===== src/rtl/flag_cond_unit.sv =====
// Architectural flag register with branch-condition resolver and a LIFO
// flag save/restore stack used on interrupt entry and exit.
module flag_cond_unit #(
    parameter int         DEPTH       = 4,
    parameter logic [3:0] RESET_FLAGS = 4'b0000
) (
    input  logic                         i_clk,
    input  logic                         i_rst_n,
    input  logic                         i_flag_we,
    input  logic [3:0]                   i_flag,
    input  logic                         i_fr_load,
    input  logic [3:0]                   i_fr_data,
    input  logic                         i_push,
    input  logic                         i_pop,
    input  logic                         i_br_valid,
    input  logic [3:0]                   i_cond,
    input  logic                         i_err_clr,
    output logic [3:0]                   o_flag,
    output logic                         o_carry,
    output logic                         o_br_valid,
    output logic                         o_br_taken,
    output logic [$clog2(DEPTH+1)-1:0]   o_sp,
    output logic                         o_ovf,
    output logic                         o_unf
);

    localparam int SPW  = $clog2(DEPTH + 1);
    localparam int IDXW = (DEPTH > 1) ? $clog2(DEPTH) : 1;
    localparam logic [SPW-1:0] SP_FULL = SPW'(DEPTH);

    logic [3:0]     fr;
    logic [SPW-1:0] sp;
    logic [SPW-1:0] sp_m1;
    logic [3:0]     stack [2**IDXW];
    logic [IDXW-1:0] wr_idx;
    logic [IDXW-1:0] rd_idx;

    logic push_ok, pop_ok;
    logic ovf_set, unf_set;
    logic fc, fs, fv, fz, lt;
    logic taken_c;

    assign sp_m1  = sp - 1'b1;
    assign wr_idx = sp[IDXW-1:0];
    assign rd_idx = sp_m1[IDXW-1:0];

    // A push and pop in the same cycle cancel each other and count as an underflow.
    assign push_ok = i_push & ~i_pop & (sp != SP_FULL);
    assign pop_ok  = i_pop & ~i_push & (sp != '0);
    assign ovf_set = i_push & ~i_pop & (sp == SP_FULL);
    assign unf_set = (i_pop & ~i_push & (sp == '0)) | (i_push & i_pop);

    assign fc = fr[3];
    assign fs = fr[2];
    assign fv = fr[1];
    assign fz = fr[0];
    // fs is set for non-negative results, so "negative" is ~fs.
    assign lt = ~fs ^ fv;

    always_comb begin
        taken_c = 1'b0;
        case (i_cond)
            4'h0: taken_c = 1'b1;
            4'h1: taken_c = 1'b0;
            4'h2: taken_c = ~fz;
            4'h3: taken_c = fz;
            4'h4: taken_c = fc;
            4'h5: taken_c = ~fc;
            4'h6: taken_c = ~fs;
            4'h7: taken_c = fs;
            4'h8: taken_c = fv;
            4'h9: taken_c = ~fv;
            4'hA: taken_c = fc | ~fz;
            4'hB: taken_c = ~fc & fz;
            4'hC: taken_c = lt;
            4'hD: taken_c = ~lt;
            4'hE: taken_c = lt | ~fz;
            4'hF: taken_c = ~lt & fz;
            default: taken_c = 1'b0;
        endcase
    end

    always_ff @(posedge i_clk or negedge i_rst_n) begin
        if (!i_rst_n) begin
            fr         <= RESET_FLAGS;
            sp         <= '0;
            o_br_valid <= 1'b0;
            o_br_taken <= 1'b0;
            o_ovf      <= 1'b0;
            o_unf      <= 1'b0;
        end else begin
            if (pop_ok)
                fr <= stack[rd_idx];
            else if (i_fr_load)
                fr <= i_fr_data;
            else if (i_flag_we)
                fr <= i_flag;

            if (push_ok)
                sp <= sp + 1'b1;
            else if (pop_ok)
                sp <= sp_m1;

            if (ovf_set)
                o_ovf <= 1'b1;
            else if (i_err_clr)
                o_ovf <= 1'b0;

            if (unf_set)
                o_unf <= 1'b1;
            else if (i_err_clr)
                o_unf <= 1'b0;

            o_br_valid <= i_br_valid;
            o_br_taken <= i_br_valid & taken_c;
        end
    end

    // Stack contents need no reset; only sp defines what is live.
    always_ff @(posedge i_clk) begin
        if (push_ok)
            stack[wr_idx] <= fr;
    end

    assign o_flag  = fr;
    assign o_carry = fr[3];
    assign o_sp    = sp;

endmodule


===== config.mk =====
export PLATFORM = sky130hd
export DESIGN_NAME = flag_cond_unit
export DESIGN_NICKNAME = d
export VERILOG_FILES = /design/src/rtl/flag_cond_unit.sv
export SDC_FILE = /design/constraint.sdc
export NUM_CORES = 1
export LEC_CHECK = 0
export CAP_MARGIN = 20
export CORE_ASPECT_RATIO = 0.8
export CORE_UTILIZATION = 53
export DETAILED_ROUTE_END_ITERATION = 8
export PLACE_DENSITY = 0.95
export SLEW_MARGIN = 20
export SYNTH_ARGS = -nofsm -noshare
export SYNTH_HDL_FRONTEND = slang
export SYNTH_SLANG_ARGS = --single-unit

===== constraint.sdc =====
create_clock -name i_clk -period 4.53 [get_ports i_clk]
set_input_delay 1.1325 -clock i_clk [delete_from_list [all_inputs] [get_ports i_clk]]
set_output_delay 1.1325 -clock i_clk [all_outputs]
set_load 0.03 [all_outputs]

==> results.yml, run 1 <==
run:
  drv_cap: 0
routing:
  antenna_left: 0
  dr.first_iter.drc_count: 31
  wire_per_inst_um: 16.4
  viasPerCell: 5.59
  first_pass_iters: 4
  drc: 0
  vias: 979
  routed_wl_mm: 2.87
clocking:
  clkLatencyLatePin_ps: 340
  h-tree-depth: 1
  cts_buffers: 3
  clock-sinks: 27
  clk_pin_slew_worst_paths_ps: 160
  cts_root_buffer: "clkbuf_4"
  cts_hold_buf: 0
  post-cts-setup-buffers: 0
  cts_tree: "built"
  clockBufferDepth: 2
  cts_resized: 0
finish:
  final_util_pct: 71.1
  diodes: 0
  synthToLayoutAreaGrowth_pct: 26.8
  drive_above_1_share_pct: 7.19
  finalNetCount: 166
  nFillCells: 167
logic_synthesis:
  syn-num-nets: 135
  yosys_warnings: 0
  ys_types: 31
  ys.flop_type: "edfxtp_1"
  synth_async_sr_flop_share_pct: 40.7
  synth.area.top_cells: "edfxtp_1 (35%), dfrtp_1 (20%), mux4_2 (6.6%)"
  avgSynthCellArea_sq_um: 12.6
  synth_top_area_share_pct: 35.1
  yosysTopAreaCell: "edfxtp_1"
  postSynthCellCount: 109
  synth_seq_cells: 27
  syn_area_sq_um: 1370
  ys_seq_area_share_pct: 55.2
  synth-edff-count: 16
worst_setup_path:
  slowest_stage: "clkdlybuf4s50_1"
  worstPathCellList: "clkdlybuf4s50_1"
  worst-path-max-fanout: 9
  cp.arrival_ps: 1700
  startpoint_type: "flop"
  worst_path_largest_cell_delay_ps: 750
  cp_top_family: "buffers and inverters"
  path_buf_inv: 1
  end_kind: "output pin"
  cp.required_ps: 3400
  critical_path_class: "reg -> out"
timing:
  hold_slack_ps: 530
  fin_tns_setup_ps: 0
  finClkSkew_ps: 20.2
  relSlewSlack_pct: 56.2
  setup_viol: 0
  finalCriticalPeriod_ps: 2840
  max_freq_mhz: 352
  timing.final.crit_share_pct: 62.6
  rsz0062_at_grt: "no"
  slew_viol_final: 0
  worstMarginPinSlew_ps: 654
  hold_viol: 0
placed_design:
  port_buffers: 31
  gp_congestion: 0.760
  dp.final_hpwl_mm: 2.11
floorplanning:
  die_w_um: 58.8
  dieArea_sq_um: 2790
  start_util_pct: 56.1
  io_pins: 32
  coreArea_sq_um: 2440
  row_count: 16
  die_y_um: 47.5
global_routing:
  grt_max_degree: 17
  grt_pass1_wl_mm: 4.28
  overflow: 0
  antenna_found_initial: 0
  grt_pass1_vias: 895
  track_usage_pct: 22.4
power_and_ir_drop:
  vdd_drop_max_mv: 0.270
  p_leak_nw: 0.670
  power_density_nw_per_um2: 511
  fin_total_pwr_mw: 0.888
status:
  status: "finished clean"
min_path:
  hold_class: "reg -> reg"
[flip-flops by register name, indices dropped and copies added, names as in the netlist]
signal and count:
stack 16, o_sp 3, o_br_valid 1, o_flag 4, o_ovf 1, o_unf 1, o_br_taken 1
[final timing paths]
kind                       startpoint         to  slack (ps)  depth (start not counted)
setup / recovery            o_flag[2]  o_flag[2]        1690                          1
hold / removal                  o_unf      o_unf         530                          2
hold reg to reg                 o_unf      o_unf         530                          2
max in group asynchronous     i_rst_n    o_sp[0]        3100                          1
setup reg to reg              o_sp[0]    o_sp[2]        2070                          7
min in group asynchronous     i_rst_n    o_sp[1]        1090                          1
[final cells by class]
class,instances,area (sq um),share of cell area (%)
Inverter,8,30.0,1.73
Tap cell,36,45.0,2.59
Sequential cell,27,756,43.5
Clock inverter,1,6.26,0.360
Multi-Input combinational cell,69,567,32.6
Timing Repair Buffer,31,310,17.9
Clock buffer,3,22.5,1.30
[cell usage after synthesis, types with 2 or more instances]
cell / instances
a21oi_1: 4
and2_1: 4
clkbuf_1: 3
dfrtp_1: 11
edfxtp_1: 16
ha_1: 6
inv_1: 8
mux2i_1: 5
mux4_2: 4
nand2_1: 8
nand3b_1: 2
nor2_1: 5
nor3b_1: 4
nor4b_1: 2
o21ai_0: 8
o31a_1: 3
xnor2_1: 2
[per-layer routing]
| layer | part of all wire (%) | global-route usage [%] |
|---|---|---|
| met1 | 42 | 30.7 |
| met2 | 49 | 37.3 |
| met3 | 7.8 | 5.14 |
| met4 | 0.94 | 5.71 |
| met5 | 0 | 0 |
[worst register-to-register path: cells and delay by family, from the launching register on]
kind | cells | cell delay (ps)
simple gates | 2 | 890
flops | 1 | 620
fa+ha+maj | 2 | 470
compound gates | 2 | 290
buf+inv | 1 | 120
[through the flow]
step	worst slack, ps	std cells	instance area, sq um
final	1690	175	1740
after global routing	1580	175	1740
after CTS	1670	175	1730
after detailed placement	1400	171	1700
after global placement	1550	171	1700
after floorplan	2100	109	1370
[layout by cell type, fill, tap and decap left out]
master | Yosys | final
clkdlybuf4s50_1 | 0 | 31
edfxtp_1 | 16 | 16
dfrtp_1 | 11 | 11
inv_1 | 8 | 8
nand2_1 | 8 | 8
o21ai_0 | 8 | 8
ha_1 | 6 | 6
mux2i_1 | 5 | 5
nor2_1 | 5 | 5
and2_1 | 4 | 4
a21oi_1 | 4 | 4
mux4_2 | 4 | 4
nor3b_1 | 4 | 3
o31a_1 | 3 | 3
clkbuf_4 | 0 | 3
nand3b_1 | 2 | 2
nor4b_1 | 2 | 2
xnor2_1 | 2 | 2
nand2b_1 | 1 | 1
o211a_1 | 1 | 1
a221oi_1 | 1 | 1
o211ai_1 | 1 | 1
o31ai_1 | 1 | 1
xor3_1 | 1 | 1
nor3_1 | 1 | 1
nor2b_1 | 1 | 1
a2111oi_0 | 1 | 1
or2_2 | 1 | 1
o221ai_1 | 1 | 1
nor3b_2 | 0 | 1
a22oi_1 | 1 | 1
inv_4 | 0 | 1
[report_power, final]
group	total, mW	internal, mW	leakage (nW)	switching (mW)
clock network	0.107	0.0344	0.0183	0.0729
registers	0.393	0.322	0.280	0.0715
logic	0.387	0.190	0.372	0.197
total	0.888	0.547	0.670	0.341
[cells by family (layout without fill, tap and decap cells)]
family	after synthesis	in the layout	share of synthesized area [%]
simple gates	29	29	11.7
mux	9	9	10.2
fa+ha+maj	6	6	5.48
flops	27	27	55.2
xor+xnor	3	3	3.01
buf+inv	13	43	3.84
compound gates	22	22	10.6
Note: power is estimated with default switching activity, not from simulation.
==> inputs of run 2 (changes only) <==
--- a/config.mk
+++ b/config.mk
@@ -7,9 +7,9 @@
 export LEC_CHECK = 0
 export CAP_MARGIN = 20
 export CORE_ASPECT_RATIO = 0.8
-export CORE_UTILIZATION = 53
+export CORE_UTILIZATION = 44
 export DETAILED_ROUTE_END_ITERATION = 8
-export PLACE_DENSITY = 0.95
+export PLACE_DENSITY = 0.87
 export SLEW_MARGIN = 20
 export SYNTH_ARGS = -nofsm -noshare
 export SYNTH_HDL_FRONTEND = slang
==> constraint.sdc (replaced) <==
create_clock -name i_clk -period 2.4 [get_ports i_clk]
set_input_delay 0.6 -clock i_clk [delete_from_list [all_inputs] [get_ports i_clk]]
set_output_delay 0.6 -clock i_clk [all_outputs]
set_load 0.03 [all_outputs]
==> run 2 against run 1 <==
Effect of this change: total power rose by 95%; combinational power rose by 96%; worst setup slack got worse by 1500 ps; clock skew fell by 15 ps; flip-flop and latch count did not move; global-route usage fell by 2.8 points; final area rose by 2.1%; via count rose by 0.72%.
==> results.yml, run 2 (same netlist as run 1, synthesis figures left out) <==
status:
  status: "finished clean"
worst_setup_path:
  slowest_stage: "clkdlybuf4s50_1"
  path_buf_inv: 1
  reg2reg_slack_ps: 450
  rr_worst_depth: 6
  r2r_start: "o_sp[0]"
  cp.arrival_ps: 1590
  worst_path_largest_cell_delay_ps: 760
  worstReg2RegEnd: "stack[0][0]"
  worst-path-max-fanout: 9
  end_kind: "output pin"
  critical_path_class: "reg -> out"
  worstPathCellList: "clkdlybuf4s50_1"
  cp.required_ps: 1800
  cp_top_family: "buffers and inverters"
  startpoint_type: "flop"
global_routing:
  grt_pass1_vias: 986
  track_usage_pct: 19.6
  overflow: 0
  grt_max_degree: 15
  grt_pass1_wl_mm: 4.73
  antenna_found_initial: 0
timing:
  finalCriticalPeriod_ps: 2190
  timing.final.crit_share_pct: 91.3
  setup_viol: 0
  rsz0062_at_grt: "no"
  finClkSkew_ps: 4.66
  hold_viol: 0
  setup_slack_ps: 208
  worstMarginPinSlew_ps: 607
  hold_slack_ps: 526
  fin_tns_setup_ps: 0
  slew_viol_final: 0
  relSlewSlack_pct: 58.5
  max_freq_mhz: 456
routing:
  routed_wl_mm: 2.88
  vias: 986
  wire_per_inst_um: 16.0
  antenna_left: 0
  dr.first_iter.drc_count: 39
  drc: 0
  viasPerCell: 5.48
  first_pass_iters: 4
finish:
  final_util_pct: 62.2
  synthToLayoutAreaGrowth_pct: 29.4
  diodes: 0
  finalNetCount: 169
  final_cell_mix: "clkdlybuf4s50_1 (31), edfxtp_1 (16), dfrtp_1 (11)"
  drive_above_1_share_pct: 7.75
  final_common_cell: "clkdlybuf4s50_1"
  regMostFlops: "stack"
  largest_reg_flops: 16
power_and_ir_drop:
  fin_total_pwr_mw: 1.73
  switching_power_mw: 0.631
  p_leak_nw: 0.687
  pwr-share-comb_pct: 43.8
  power_density_nw_per_um2: 977
  vdd_drop_max_mv: 0.481
  switching_share_pct: 36.4
  p_seq_share_pct: 41.7
  power.internal_mw: 1.10
  clkPwrFrac_pct: 14.5
min_path:
  holdPathEnd: "o_unf"
  hold_class: "reg -> reg"
  hold_start: "o_unf"
  min_path_cells: 2
clocking:
  cts_hold_buf: 0
  clk_pin_slew_worst_paths_ps: 80
  cts_resized: 0
  clockBufferDepth: 2
  clkLatencyLatePin_ps: 270
  h-tree-depth: 1
  post-cts-setup-buffers: 0
  cts_root_buffer: "clkbuf_8"
  cts_buffers: 3
  clock-sinks: 27
  cts_tree: "built"
floorplanning:
  io_pins: 32
  coreArea_sq_um: 2850
  row_count: 17
  die_w_um: 64.4
  dieArea_sq_um: 3340
  die_y_um: 51.9
  start_util_pct: 48.1
placed_design:
  post-place-ws_ps: 78.5
  port_buffers: 31
  dp.final_hpwl_mm: 2.17
  gp_congestion: 0.754
run:
  drv_cap: 0
## run 2: changes by cell type in the layout (fill, tap and decap cells not counted)
cell,previous run,this run
nor3b_1,3,4
clkbuf_8,0,3
inv_4,1,0
buf_4,0,3
clkbuf_1,0,1
clkbuf_4,3,0
nor3b_2,1,0
## run 2: power groups by stage
stage,Sequential (mW),Combinational [mW],Clock (mW)
2_1_floorplan,0.809,0.398,0
3_5_place_dp,0.732,0.760,0
3_3_place_gp,0.726,0.728,0
4_1_cts,0.721,0.765,0.260
6_report,0.722,0.758,0.252
5_1_grt,0.740,0.821,0.279
## run 2: final cells by class
cell class	instances	area [sq um]
repair buffers	34	333
inverters	8	30.0
clock buffers	4	45.0
well taps	38	47.5
multi-input cells	69	562
flip-flops and latches	27	756
fillers	219	1080
## run 2: how the worst max path moves through the flow
stage	start	to	slack [ps]	cells past startpoint
after floorplan	o_sp[0]	o_sp[2]	80	8
after CTS	o_flag[2]	o_flag[2]	190	1
after detailed placement	i_cond[2]	o_br_taken	80	5
final	o_flag[2]	o_flag[2]	210	1
after global placement	i_cond[0]	o_br_taken	220	5
after global routing	o_flag[2]	o_flag[2]	130	1
## run 2: stage by stage
stage                     instances  instance area (sq um)
after floorplan                 109                   1370
after global placement          176                   1730
after detailed placement        176                   1730
after CTS                       180                   1770
after global routing            180                   1770
final                           180                   1770
## run 2: layer usage
metal,up-vias,routed length (um),track usage (%)
li1,465,-,-
met1,475,1200,25.0
met2,38,1460,31.6
met3,8,152,5.26
met4,0,63,8.89
met5,-,0,0
==> inputs of run 3 (changes only) <==
--- a/config.mk
+++ b/config.mk
@@ -7,7 +7,9 @@
 export LEC_CHECK = 0
 export CAP_MARGIN = 20
 export CORE_ASPECT_RATIO = 0.8
+export CORE_MARGIN = 1.5
 export CORE_UTILIZATION = 44
+export CTS_CLUSTER_SIZE = 10
 export DETAILED_ROUTE_END_ITERATION = 8
 export PLACE_DENSITY = 0.87
 export SLEW_MARGIN = 20
==> run 3 against run 2 <==
Effect of this change: non-clock buffer count unchanged; fmax is 0.22% lower; wire length rose by 4.6%; register-to-register slack barely moved; combinational power increased by 2%; global-route usage decreased by 0.062 points; via count fell by 0.91%; sequential power about the same; flip-flop and latch count stayed put.
==> results.yml, run 3 (same netlist as run 1, synthesis figures left out) <==
finish:
  regMostFlops: "stack"
  drive_above_1_share_pct: 7.75
  synthToLayoutAreaGrowth_pct: 29.4
  multi_input_area_sq_um: 562
  final_common_cell: "clkdlybuf4s50_1"
  final_cell_mix: "clkdlybuf4s50_1 (31), edfxtp_1 (16), dfrtp_1 (11)"
  largest_reg_flops: 16
  nFillCells: 230
  seqCellArea_sq_um: 756
  diodes: 0
  finalNetCount: 169
floorplanning:
  die_w_um: 65.4
  die_y_um: 52.9
  row_count: 17
  coreArea_sq_um: 2850
  dieArea_sq_um: 3460
  io_pins: 32
  start_util_pct: 48.1
routing:
  met1_length_mm: 1.35
  first_pass_iters: 4
  dr.first_iter.drc_count: 62
  routed.top_layer: "met4"
  met3_length_um: 89
  routed_wl_mm: 3.01
  wl_met2_mm: 1.51
  vias: 977
  wire_per_inst_um: 16.7
  antenna_left: 0
  viasPerCell: 5.43
  drc: 0
worst_setup_path:
  startpoint_type: "flop"
  worst_path_largest_cell_delay_ps: 750
  worst-path-max-fanout: 9
  cp.required_ps: 1800
  cp.arrival_ps: 1600
  path_buf_inv: 1
  cp_top_family: "buffers and inverters"
  worstPathCellList: "clkdlybuf4s50_1"
  reg2reg_slack_ps: 440
  slowest_stage: "clkdlybuf4s50_1"
  critical_path_class: "reg -> out"
  end_kind: "output pin"
placed_design:
  dp.final_hpwl_mm: 2.21
  gp_congestion: 0.731
  port_buffers: 31
power_and_ir_drop:
  p_leak_nw: 0.687
  fin_total_pwr_mw: 1.75
  vdd_drop_max_mv: 0.488
  power_density_nw_per_um2: 985
global_routing:
  antenna_found_initial: 0
  track_usage_pct: 19.5
  grt_pass1_wl_mm: 4.76
  grt_pass1_vias: 944
  grt_max_degree: 15
  overflow: 0
timing:
  timing.final.crit_share_pct: 91.5
  finalCriticalPeriod_ps: 2200
  rsz0062_at_grt: "no"
  finClkSkew_ps: 3.33
  worstMarginPinSlew_ps: 572
  hold_slack_ps: 532
  max_freq_mhz: 455
  fin_tns_setup_ps: 0
  hold_viol: 0
  relSlewSlack_pct: 60.9
  setup_viol: 0
  slew_viol_final: 0
clocking:
  clkLatencyLatePin_ps: 270
  clock-sinks: 27
  clk_pin_slew_worst_paths_ps: 80
  cts_root_buffer: "clkbuf_8"
  cts_tree: "built"
  clockBufferDepth: 2
  post-cts-setup-buffers: 0
  cts_resized: 0
  h-tree-depth: 1
  cts_hold_buf: 0
  cts_buffers: 3
status:
  status: "finished clean"
min_path:
  hold_class: "reg -> reg"
run:
  drv_cap: 0
-- run 3: report_power, final --
group | total, mW | switching (mW) | internal (mW) | leakage [nW]
combinational | 0.770 | 0.395 | 0.375 | 0.385
clock | 0.253 | 0.134 | 0.119 | 0.0228
sequential | 0.723 | 0.115 | 0.609 | 0.280
-- run 3: layout make-up --
| type | count | share of cell area [%] |
|---|---|---|
| flip-flops and latches | 27 | 42.6 |
| multi-input cells | 69 | 31.7 |
| repair buffers | 34 | 18.8 |
| well taps | 38 | 2.68 |
| clock buffers | 4 | 2.54 |
| inverters | 8 | 1.69 |
-- run 3: worst paths after layout --
check | startpoint | end | cells past startpoint
min reg2reg | o_ovf | o_ovf | 2
max | o_flag[1] | o_flag[1] | 1
max reg2reg | o_sp[0] | stack[0][0] | 6
min in group asynchronous | i_rst_n | o_sp[1] | 1
min | o_ovf | o_ovf | 2
max in group asynchronous | i_rst_n | o_flag[1] | 1
-- run 3: per-layer routing --
metal | vias up | track usage (%)
met5 | - | 0
met4 | 0 | 8.68
met3 | 6 | 4.89
met2 | 26 | 33.7
met1 | 482 | 23.5
li1 | 463 | -
-- run 3: stage by stage --
step	cells	utilization, %	cell area [sq um]	worst slack [ps]
global placement	176	60.6	1730	220
CTS	180	62.2	1770	210
detailed placement	176	60.6	1730	170
global route	180	62.2	1770	114
finish	180	62.2	1770	203
floorplan	109	-	1370	81.2
